`src/rtl/sel_step_gen.sv`:
```
// Button-driven / auto-stepping 2-bit select generator for a 2-to-4 decoder stage.
// Raw buttons are synchronized, debounced, and turned into single press events.
`timescale 1ns/1ps

module sel_step_gen_deb #(
  parameter int DEBOUNCE_CYCLES = 16
) (
  input  logic i_clk,
  input  logic i_rst_n,
  input  logic i_lvl,
  output logic o_press
);
  // state | meaning
  // IDLE  | released, stable 0
  // ARM   | candidate press, down-counting stable 1s
  // HELD  | pressed, stable 1
  // REL   | candidate release, down-counting stable 0s
  typedef enum logic [1:0] {IDLE, ARM, HELD, REL} state_t;

  localparam logic [15:0] LP_LOAD = 16'(DEBOUNCE_CYCLES);

  state_t      r_state;
  state_t      w_state_nxt;
  logic [15:0] r_cnt;
  logic [15:0] w_cnt_nxt;

  always_ff @(posedge i_clk or negedge i_rst_n) begin
    if (!i_rst_n) begin
      r_state <= IDLE;
      r_cnt   <= '0;
    end else begin
      r_state <= w_state_nxt;
      r_cnt   <= w_cnt_nxt;
    end
  end

  always_comb begin
    w_state_nxt = r_state;
    w_cnt_nxt   = r_cnt;
    case (r_state)
      IDLE: if (i_lvl) begin
        w_state_nxt = ARM;
        w_cnt_nxt   = LP_LOAD;
      end
      ARM: begin
        if (!i_lvl) begin
          w_state_nxt = IDLE;
          w_cnt_nxt   = '0;
        end else if (r_cnt == 16'd0) begin
          w_state_nxt = HELD;
        end else begin
          w_cnt_nxt = r_cnt - 16'd1;
        end
      end
      HELD: if (!i_lvl) begin
        w_state_nxt = REL;
        w_cnt_nxt   = LP_LOAD;
      end
      REL: begin
        if (i_lvl) begin
          w_state_nxt = HELD;
          w_cnt_nxt   = '0;
        end else if (r_cnt == 16'd0) begin
          w_state_nxt = IDLE;
        end else begin
          w_cnt_nxt = r_cnt - 16'd1;
        end
      end
      default: begin
        w_state_nxt = IDLE;
        w_cnt_nxt   = '0;
      end
    endcase
  end

  // Press event fires only in the cycle that commits ARM->HELD.
  always_comb begin
    o_press = (r_state == ARM) && i_lvl && (r_cnt == 16'd0);
  end
endmodule

module sel_step_gen #(
  parameter int DEBOUNCE_CYCLES = 16,
  parameter int AUTO_PERIOD     = 1000
) (
  input  logic       i_clk,
  input  logic       i_rst_n,
  input  logic       i_btn_step,
  input  logic       i_btn_mode,
  input  logic       i_en,
  output logic [1:0] o_sel,
  output logic       o_step_pulse,
  output logic       o_auto_active
);
  localparam logic [23:0] LP_LAST = 24'(AUTO_PERIOD - 1);

  logic [1:0]  r_rst_sync;
  logic        w_rst_n;
  logic [1:0]  r_step_sync;
  logic [1:0]  r_mode_sync;
  logic        w_step_press;
  logic        w_mode_press;
  logic        w_tick;
  logic        w_step;
  logic [1:0]  r_sel;
  logic        r_pulse;
  logic        r_auto;
  logic [23:0] r_timer;

  // Reset asserts asynchronously but releases on a clock edge.
  always_ff @(posedge i_clk or negedge i_rst_n) begin
    if (!i_rst_n) r_rst_sync <= 2'b00;
    else          r_rst_sync <= {r_rst_sync[0], 1'b1};
  end
  assign w_rst_n = r_rst_sync[1];

  // Synchronizers run on the raw reset so a held button is sampled while the
  // rest of the block is still coming out of reset.
  always_ff @(posedge i_clk or negedge i_rst_n) begin
    if (!i_rst_n) begin
      r_step_sync <= 2'b00;
      r_mode_sync <= 2'b00;
    end else begin
      r_step_sync <= {r_step_sync[0], i_btn_step};
      r_mode_sync <= {r_mode_sync[0], i_btn_mode};
    end
  end

  sel_step_gen_deb #(.DEBOUNCE_CYCLES(DEBOUNCE_CYCLES)) u_deb_step (
    .i_clk   (i_clk),
    .i_rst_n (w_rst_n),
    .i_lvl   (r_step_sync[1]),
    .o_press (w_step_press)
  );

  sel_step_gen_deb #(.DEBOUNCE_CYCLES(DEBOUNCE_CYCLES)) u_deb_mode (
    .i_clk   (i_clk),
    .i_rst_n (w_rst_n),
    .i_lvl   (r_mode_sync[1]),
    .o_press (w_mode_press)
  );

  assign w_tick = r_auto && i_en && (r_timer == LP_LAST);
  assign w_step = i_en && (w_step_press || w_tick);

  always_ff @(posedge i_clk or negedge w_rst_n) begin
    if (!w_rst_n) begin
      r_sel   <= 2'b00;
      r_pulse <= 1'b0;
    end else begin
      if (w_step) r_sel <= r_sel + 2'd1;
      r_pulse <= w_step;
    end
  end

  always_ff @(posedge i_clk or negedge w_rst_n) begin
    if (!w_rst_n) begin
      r_auto  <= 1'b0;
      r_timer <= '0;
    end else if (w_mode_press) begin
      r_auto  <= ~r_auto;
      r_timer <= '0;
    end else if (!r_auto) begin
      r_timer <= '0;
    end else if (i_en) begin
      r_timer <= w_tick ? 24'd0 : r_timer + 24'd1;
    end
  end

  assign o_sel         = r_sel;
  assign o_step_pulse  = r_pulse;
  assign o_auto_active = r_auto;
endmodule

```
`config.mk`:
```
export PLATFORM = sky130hd
export DESIGN_NAME = sel_step_gen
export DESIGN_NICKNAME = d
export VERILOG_FILES = /design/src/rtl/sel_step_gen.sv
export SDC_FILE = /design/constraint.sdc
export NUM_CORES = 1
export LEC_CHECK = 0
export BUFFER_PORTS_ARGS = -buffer_cell sky130_fd_sc_hd__buf_2
export CAP_MARGIN = 10
export CORE_ASPECT_RATIO = 0.6
export CORE_MARGIN = 4
export CORE_UTILIZATION = 50
export DETAILED_ROUTE_END_ITERATION = 12
export PLACE_DENSITY = 0.65
export RECOVER_POWER = 25
export SYNTH_ARGS = -nofsm -noshare
export SYNTH_HDL_FRONTEND = slang
export SYNTH_SLANG_ARGS = --single-unit
```
`constraint.sdc`:
```
create_clock -name i_clk -period 2.7 [get_ports i_clk]
set_input_delay 0 -clock i_clk [delete_from_list [all_inputs] [get_ports i_clk]]
set_output_delay 0 -clock i_clk [all_outputs]
set_load 0.02 [all_outputs]
```
Word-level counts from Yosys, hierarchy flattened
Index checks and enable logic that the tools add are counted.
- add/sub/neg operators: 4
- equal/unequal tests: 16
- muxes and demuxes: 30
- bitwise logic cells: 1
- reductions and logical operators: 16
- operator list (kind ; number):
    $mux 16 ; 10
    $pmux 16 s4 ; 2
    $mux 24 ; 4
    $logic_not 16->1 ; 2
    $sub 16x1->16 const B ; 2
    $add 24x1->24 const B ; 1
    $eq 24x10->1 const B ; 1
    $mux 2 ; 12
    $pmux 2 s4 ; 2
    $ne 3x2->1 const B ; 5
    $eq 2x2->1 const B ; 4
    $ne 2x2->1 const B ; 4
    $reduce_and 4->1 ; 2
    $logic_and 1x1->1 ; 7
    $eq 2x1->1 const B ; 2
    $logic_not 2->1 ; 2
    $reduce_and 2->1 ; 2
    $add 2x1->2 const B ; 1
    $logic_or 1x1->1 ; 1
    $not 1->1 ; 1
- register bits after elaboration: 70
- input bits: 5
- output and inout port bits: 4

Longest topological paths before layout
Gate-level depths: netlist of run 1.
- word-level depth: 6
- mapped depth: 9

Hierarchy
A second synthesis of run 1 with hierarchy kept.
- cells, all modules: 419
- area, all modules: 4121.5 µm²
- by module, submodules not included (module ; times used ; cells an instance ; area each (µm²) ; sequential area each (µm²)):
    sel_step_gen_deb ; 2 ; 123 ; 1199.9 ; 450.4
    sel_step_gen ; 1 ; 173 ; 1721.7 ; 850.8

Worst setup path after synthesis of run 1
OpenSTA, ideal clock, no wires.
- path type: register to register
- start: register u_deb_mode.r_cnt[0]
- end: register u_deb_mode.r_cnt[14]
- arrival time: 1.923 ns
- required time: 2.568 ns
- setup slack: 0.645 ns
- cell stages (with the launch flop): 8
- period minus slack after synthesis: 2.055 ns
- cell sequence: dfrtp_1 > inv_1 > ha_1 > or3b_2 > a41oi_1 > nor4b_1 > xnor2_1 > nor2_1
- cells in the longest elaborated chain, start to end: 4
- ends and longest elaborated chain (item ; RTL line ; text):
    from (decl) ; 24 ; logic [15:0] r_cnt;
    from (signal assigned) ; 33 ; r_cnt <= w_cnt_nxt;
    $sub 16x1->16 or $logic_not 16->1 (tied branches) ; n/a ;
    $mux 16 (*) ; 49, 63 ;
    $mux 16, on equally long branches ; 60, 46 ;
    $pmux 16 s4 (*) ; 40 ; case (r_state)
Mark *: on every way between the ends. The rest lies on a longest branch, timed or not.
A chain may end at the register's enable or synchronous reset.

Final worst setup path of run 1
- start: register u_deb_mode.r_cnt[0]
- end: register r_timer[15]
- cells in the longest elaborated chain, start to end: 3
- ends and longest elaborated chain (item ; RTL line ; text):
    $logic_not 16->1 (*) ; 78 ; o_press = (r_state == ARM) && i_lvl && (r_cnt == 16'd0);
    $logic_and 1x1->1 (*) ; 78 ;
    $ne 3x2->1 (no line) or $mux 24 (tied branches) ; n/a ;
    to (signal assigned) ; 166 ; r_timer <= w_tick ? 24'd0 : r_timer + 24'd1;
    to (decl) ; 108 ; logic [23:0] r_timer;
Marks and branches as above.

==> results.txt, run 1 <==
- Counting along the longest clock path gives a buffer depth of 2.
* Type of the setup path with the least slack: reg -> reg
* Worst Skew: slightly above 6 ps
* Transition at the pin with the smallest max-transition slack: around 1100 ps
- In this run the worst path has a maximum fanout of 15.
- Summing the sequential cell areas from Yosys gives a little under half of the chip area.
* Fraction of registers with async set or reset after synthesis: between 90% and 100%
* Detail-routed via count per cell: between 5 and 6
- Wire length of the first global-routing pass: roughly 14000 um
- Global Route Usage Sum: 20.40%
- Arrival @ worst endpoint: 2500 ps
* Count of hold-fix buffers inserted at cts: 3
- Setup total negative slack on the finished layout was measured at 0 ps.
- Timing would allow up to between 400 and 500 MHz.
- Number of global-route vias before repair: between 2k and 3k
- The H-tree generated during clock tree synthesis spans 3 levels.
- Number of endpoints with negative hold slack in the final report: 0
* Max-slew headroom: between 20% and 30%
- RSZ-0062 raised after global routing: no
* Cell count after synthesis: 391
- The analysis attributes to net switching a power of between 1.5 and 2 mW.
- Number of warnings issued by yosys: 0
- The detail route stage leaves a number of antenna-violating nets equal to 0.
- In this run switching power makes up roughly two fifths of total power.
* Num CTS Buffers: 9
- EDFF count, synth: 0
- Run status: finished, final reports clean
- Power spread over the standard cell area amounts to roughly 1100 mW/mm^2.
- Die Height: roughly 75 um
* Routed wire length per instance: ~16 um
- Startpoint Class: flip-flop
- Nets: between 400 and 500
* Number of antenna violations at the first check in global routing: 0
- In this run, the clock network consumes 24.0% of the power.
- In the synthesized netlist the dominant register cell turns out to be dfrtp_1.
- Relative contribution of combinational cells to total power: between 40% and 50%
* Clk root buf: clkbuf_16
- Including well taps, the total number of placed cells is between 500 and 600.
- In this run the tool buffered the top-level ports with 8 buffer cells.
- Largest net degree at the start of global routing: 40
* # diodes: 0
* Avg Synthesized Cell Area: 9.558 sq um
- The worst setup path is captured at a flip-flop.
* Fillcell total: ~650
* IR drop worst, VDD: 0.7296 mV
- Clock transition time at the flip-flop clock pins of the worst setup and hold paths: approximately 50 ps
* Share of the core filled with cells: about three fifths
* Number of standard cells in the final layout excluding fillers: about 520
* Final critical-path share of the clock period: between 80% and 90%
- Clk sink count: 70
* Int Pwr: 2.922 mW
* Synthesized net count: 400
- Setup violations remaining at the end of the flow were counted as 0.
- Post-CTS timing repair inserted 0 buffers for setup.
- For this block, the via count after detailed routing is between 3k and 4k.
- DIE WIDTH: 119.6 um
- Fraction of layout cells with a size suffix above 1: approximately 9%
* Post-synthesis instance area: roughly 0.0037 sq mm
- The analysis attributes to cell leakage a power of roughly 1.8 nW.
- Worst Hold Class: in -> reg
* DRC violation total after the first TritonRoute iteration: between 200 and 250
- Clock tree from TritonCTS: done
- The pre-antenna-repair detailed-routing pass consisted of 5 iterations.
- After global routing the overflow that remains totals 0.
- Share of power burned in registers: 33.6%
* Post-synthesis to final-layout area growth: 13.96%
- Core area: around 0.0073 sq mm
- The final layout contains routed wiring with a total length of 8256 um.
- STA puts the critical path data required time at approximately 2900 ps.
* Pins Over Slew Limit: 0
- DRC violations left: 0
* Shortest period the worst path allows: between 2000 and 2500 ps
* # rows: 24
* Starting Density: between 50% and 60%
- Once the clock tree was built, the resizer swapped 0 gates to a different size.
- The floorplan step defined a die boundary enclosing ~0.0090 sq mm.
- Post-DP HPWL: ~6000 um
* Max-cap violations: 0
- Count of different cell masters after synthesis: 50
* Clock insertion delay at the later pin of the skew report: roughly 330 ps
- Global placement routability congestion: ~0.94
- 9 I/O pins were placed.
- Flip-flop and latch count after synthesis: 70
-- cells in the final DEF (no fill, tap or decap), drive strengths merged, types with 16 or more instances in the layout --
cell type and instances:
xor2 22, xnor2 16, dfrtp 70, nand3 19, o21ai 16, buf 17
nand2 32, nor4 17, nor2 40, a21oi 22
-- layout make-up --
cell class              count  area (sq um)  share of cell area [%]
multi-input cells         299          1889                   44.36
flip-flops and latches     70          1752                   41.13
clock buffers              14         264.0                   6.199
repair buffers             21         156.4                   3.672
well taps                 104         130.1                   3.055
inverters                  10         37.54                  0.8813
clock inverters             1         30.03                  0.7051
-- stage by stage --
stage	hold slack (ps)	power, mW	setup slack [ps]	instance area [sq um]
after floorplan	-295.6	3.107	645.2	3737
after global placement	-170.6	3.606	479.7	3938
after detailed placement	-164.6	3.640	421.9	3938
after CTS	16.42	4.843	383.4	4262
after global routing	74.42	5.192	153.7	4259
final	75.51	4.813	393.8	4259
-- logic make-up after synthesis --
group	Yosys count	synth area share [%]
adders and majority gates	4	1.339
buffers and inverters	22	2.578
DFF	70	46.87
and+or+nand+nor	194	29.80
other	1	0.1003
muxes	2	0.6026
xor gates and xnor gates	38	8.905
AOI/OAI and AO/OA	60	9.810
-- worst paths after layout --
path / from / endpoint / cells after the start / slack (ps)
worst max register to register: u_deb_mode.r_cnt[0] / r_timer[15] / 8 / 390
worst max-delay path: u_deb_mode.r_cnt[0] / r_timer[15] / 8 / 390
worst min-delay path: i_en / r_timer[0] / 3 / 80
max in group asynchronous: r_rst_sync[1] / u_deb_mode.r_cnt[11] / 1 / 1480
worst min register to register: r_rst_sync[0] / r_rst_sync[1] / 0 / 350
min in group asynchronous: i_rst_n / r_mode_sync[0] / 2 / 90
-- power by group through the flow --
| stage | registers (mW) | logic, mW | clock network [mW] |
|---|---|---|---|
| after floorplan | 1.58 | 1.53 | 0 |
| after global placement | 1.62 | 1.99 | 0 |
| after detailed placement | 1.63 | 2.01 | 0 |
| after CTS | 1.62 | 2.03 | 1.20 |
| after global routing | 1.67 | 2.28 | 1.24 |
| final | 1.62 | 2.04 | 1.16 |
-- synth_stat cells (all sizes together), types with 7 or more instances --
library cell	instances	share of area (%)
a21oi	22	3.0
nor4	17	3.6
o21ai	16	2.1
dfrtp	70	47
nand3	19	2.5
xnor2	16	3.7
or4	10	2.0
nor2	40	4.0
nand2	32	3.2
inv	10	1.0
nor3	7	0.94
and4	7	1.6
o31ai	7	1.4
nand4	12	2.0
or3	9	1.5
xor2	22	5.2
-- flip-flops by register name, indices dropped and copies added (netlist names), named ones only --
name	cells
r_rst_sync	2
o_step_pulse	1
u_deb_step.r_cnt	16
u_deb_mode.r_state	1
o_sel	2
r_timer	24
o_auto_active	1
r_step_sync	2
u_deb_mode.r_cnt	16
u_deb_step.r_state	1
r_mode_sync	2
-- layer usage --
| metal | GRT usage (%) | share of wire [%] | vias to the layer above |
|---|---|---|---|
| li1 | - | - | 1467 |
| met5 | 0 | 0 | - |
| met1 | 30.74 | 53 | 1443 |
| met3 | 7.282 | 7.0 | 8 |
| met2 | 27.56 | 39 | 88 |
| met4 | 5.584 | 0.92 | 0 |
-- critical path, stage by stage (launching register included) --
cell and delay [ps]:
dfrtp_1 380, inv_1 120, ha_1 150, nor4b_2 280, and4_1 390, a21o_1 220
nand2b_1 280, buf_4 270, a21oi_1 80
Power figures use the tool's default switching activity.
==> run 2: changes to the inputs <==
--- a/config.mk
+++ b/config.mk
@@ -5,13 +5,14 @@
 export SDC_FILE = /design/constraint.sdc
 export NUM_CORES = 1
 export LEC_CHECK = 0
+export ABC_AREA = 1
 export BUFFER_PORTS_ARGS = -buffer_cell sky130_fd_sc_hd__buf_2
 export CAP_MARGIN = 10
 export CORE_ASPECT_RATIO = 0.6
 export CORE_MARGIN = 4
 export CORE_UTILIZATION = 50
 export DETAILED_ROUTE_END_ITERATION = 12
-export PLACE_DENSITY = 0.65
+export PLACE_DENSITY = 0.72
 export RECOVER_POWER = 25
 export SYNTH_ARGS = -nofsm -noshare
 export SYNTH_HDL_FRONTEND = slang
==> run 2 against run 1 <==
Against the previous run: hold slack got worse by 54 ps; fmax up 19%; count of clock-buffer cells in the layout decreased by 4; sequential share of layout area shrank 4.8 points; final cell count rose by 50%; clock skew fell by 1.6 ps; largest power group unchanged.
==> results.txt, run 2 <==
* Clk root buf: clkbuf_16
* Clock insertion delay at the later pin of the skew report: 330 ps (about the same)
* Required time worst endpoint: 2920 ps (+20 ps)
- The remaining antenna violation count after routing was 0 (unchanged).
- The synthesized instance count was 648 (+66%).
- The area growth from synthesis to layout is 11.21%.
* Startpoint Class: flip-flop
- Share of the core filled with cells: 56.87% (-1.7 points)
- Cell with the most instances after synthesis: nand2_1
* Leading registers by flop count: r_timer: 24 flops, u_deb_mode.r_cnt: 16 flops, u_deb_step.r_cnt: 16 flops
- Cell area power density: 1184 mW/mm^2 (+4.7%)
* Final critical-path share of the clock period: 72.00% (-13 points)
- The number of slew-limit violations in the final report was 0 (unchanged).
- Clk sink count: 70 (unchanged)
- Total Routed Length: 10520 um (+27%)
- IR drop worst, VDD: 0.6212 mV (-15%)
- The summed instance area of the synthesized netlist is 0.004342 sq mm (+16%).
* Number of antenna violations at the first check in global routing: 0 (unchanged)
* Adder-cell area share of the yosys netlist: 1.153% (-0.19 points)
* Tot Pwr: 5.714 mW (+19%)
- TritonCTS built the clock tree.
- The total of cells resized after clock tree synthesis came to 0 (unchanged).
* I/O pin total: 9 (unchanged)
* Flip-flop and latch count after synthesis: 70 (unchanged)
- The number of vias per cell after detailed routing was 5.318 (-8.2%).
- The setup path with the least slack is of type reg -> reg.
- Ranked by flip-flop count, first place goes to r_timer.
- The number of vias after detailed routing is 4148 (+38%).
- Most area-consuming cells after synthesis: dfrtp_1, nand2_1, nor2_1, nand3_1, inv_1
* Main flop type after synthesis: dfrtp_1
- Sum of negative setup slack: 0 ps (unchanged)
- Global placement routability congestion: 0.9405 (-0.13%)
- Transition at the pin with the smallest max-transition slack: 1049 ps (-47.96 ps)
- Wire length of the first global-routing pass: 18370 um (+30%)
- The via count of the first global-routing pass came to 3798 (+32%).
- The multiplexer share of the synthesized area came to 0% (-0.60 points).
- Commonest non-fill, non-tap cells in the layout: nand2_1, nor2_1, inv_1
- The number of enable flip-flop cells after synthesis is 0 (unchanged).
- The global router's overall resource usage is 22.30% (+1.9 points).
- Worst Skew: 4.497 ps (-1.643 ps)
* Count of input and output buffers: 8 (unchanged)
- The worst setup path is captured at a flip-flop.
* Parity-gate share of the synthesized area counting xor and xnor cells: 1.585% (-7.3 points)
- Routed wire length per instance: 13.48 um (-15%)
- In the synthesized netlist, the cells that appear most often are nand2_1, nor2_1, inv_1.
- The HPWL after detailed placement was 7771 um (+29%).
- The filler cell count is 774 (+19%).
- The area of placed instances was 0.004477 sq mm (+14%).
* RSZ-0062 raised after global routing: no
- The flow ran to the end, and the final reports show no timing, DRC or antenna violations.
- Arrival @ worst endpoint: 2170 ps (-330 ps)
- The count of maximum capacitance violations was 0 (unchanged).
* Clock transition time at the flip-flop clock pins of the worst setup and hold paths: 60 ps (about the same)
- Avg Synthesized Cell Area: 6.700 sq um (-30%)
- The number of antenna cells inserted was 0 (unchanged).
- Nets: 672 (+60%)
- The fraction of the yosys area taken by sequential cells was 40.35% (-6.5 points).
* DIE WIDTH: 128.3 um (+7.3%)
- H-tree Lvls: 3 (unchanged)
* Total setup violations reported at the end of the flow: 0 (unchanged)
* Most common cell after layout, fill and taps aside: nand2_1
- Shortest period the worst path allows: 1944 ps (-362.3 ps)
* Full die area: 0.01029 sq mm (+15%)
* Share of the synthesized area in compound gates (AO/OA/AOI/OAI): 6.225% (-3.6 points)
- The number of failing hold endpoints at the final stage was 0 (unchanged).
* Worst Hold Class: in -> reg
- Top cell type by total area after synthesis: dfrtp_1
- The fraction of synthesis flops using an asynchronous set or reset pin came to 100.0% (unchanged).
- By area, the combinational part of the netlist is dominated by simple AND/OR/NAND/NOR gates.
- The fmax came to 514.4 MHz (+19%).
- The peak fanout along the critical path came to 4 (-11).
- Number of flip-flops in the largest register: 24 (unchanged)
- GRT Residual Overflow: 0 (unchanged)
- Clk buf depth: 2 (unchanged)
- The worst max-slew margin expressed relative to the limit is 30.05% (+3.2 points).
- Area share of the largest cell type after synthesis: 40.35% (-6.5 points)
- The pin count of the biggest net entering global routing was 39 (-2.5%).
* Number of warnings issued by yosys: 0 (unchanged)
- The ratio of cells with drive above 1 in the final layout was 8.832% (-0.32 points).
- DRC violation total after the first TritonRoute iteration: 557 (+130%)
* Number of detailed-routing iterations run before antenna repair: 5 (unchanged)
- Num CTS Buffers: 9 (unchanged)
* Core area: 0.008491 sq mm (+17%)
- The DRC violations left was 0 (unchanged).
- Count of different cell masters after synthesis: 35 (-30%)
- Simple-gate portion of the synthesized area: 40.46% (+11 points)
* Total leakage power: 2.471 nW (+37%)
- The final worst hold slack came to 21.53 ps (-53.98 ps).
* Die Height: 80.18 um (+6.9%)
- The post-synthesis net count is 657 (+64%).
* Final instance area: 0.004828 sq mm (+13%)
* Starting Density: 51.13% (-0.29 points)
- The site row count is 26 (+8.3%).
## run 2: changes by cell type in the layout (fill, tap and decap cells not counted), sizes merged, moves of 10 or more
cell and delta:
nand4 +11, inv +85, nand3 +47, nand2 +141
xor2 -16, xnor2 -15, nor4 -16, nor2 +85
or4 -10
## run 2: through the flow
step | instances | setup WS [ps]
global placement | 761 | 872.3
CTS | 780 | 762.5
global route | 780 | 520.4
finish | 780 | 756.1
floorplan | 648 | 726.1
detailed placement | 761 | 790.5
## run 2: cell type report
type / instances / area, sq um / share of cell area (%)
Clock inverter: 6 / 85.08 / 1.762
Inverter: 97 / 364.1 / 7.541
Sequential cell: 70 / 1752 / 36.28
Multi-Input combinational cell: 470 / 2150 / 44.52
Timing Repair Buffer: 15 / 98.84 / 2.047
Clock buffer: 10 / 239.0 / 4.949
Tap cell: 112 / 140.1 / 2.902
## run 2: routing by layer
metal / up-vias / routed length (um) / GRT usage (%)
met1: 1903 / 5292 / 33.47
met4: 0 / 65 / 5.403
met5: - / 0 / 0
met3: 9 / 795 / 6.179
met2: 161 / 4362 / 31.41
li1: 2075 / - / -
## run 2: critical path, cell delays in order, from the launching register on
cell and delay (ps):
dfrtp_1 400, ha_1 240, nand2_1 110, nor2_1 180, nand2_1 130, nor2_1 290
nand2_1 120, inv_1 90, nand3_1 100, nor2_1 120, nor2_1 50
## run 2: power by group
group	internal [mW]	leakage (nW)	total, mW	switching [mW]
clock network	0.830	0.154	1.29	0.460
logic	0.862	1.38	2.79	1.93
registers	1.32	0.933	1.63	0.312
## run 2: path summary, 6_finish.rpt
kind	start	end	slack (ps)	cells past startpoint
max in group asynchronous	r_rst_sync[1]	r_timer[19]	1390	1
hold reg to reg	r_step_sync[0]	r_step_sync[1]	350	0
setup reg to reg	r_timer[0]	r_timer[18]	760	10
hold / removal	i_en	o_step_pulse	20	3
min in group asynchronous	i_rst_n	r_rst_sync[1]	80	2
setup / recovery	r_timer[0]	r_timer[18]	760	10
## run 2: logic make-up (layout without fill, tap and decap cells)
| logic type | after synthesis | in the layout |
|---|---|---|
| other | 1 | 1 |
| flip-flops | 70 | 70 |
| AO/OA/AOI/OAI | 52 | 52 |
| AND/OR/NAND/NOR | 406 | 406 |
| XOR/XNOR | 7 | 7 |
| adder cells (fa/ha/maj) | 4 | 4 |
| buffers and inverters | 108 | 128 |
## run 2: repair_timing
action	4_1_cts	5_1_grt
endpoints found under the hold margin	8	0
buffers inserted	0	0
hold buffers	3	0
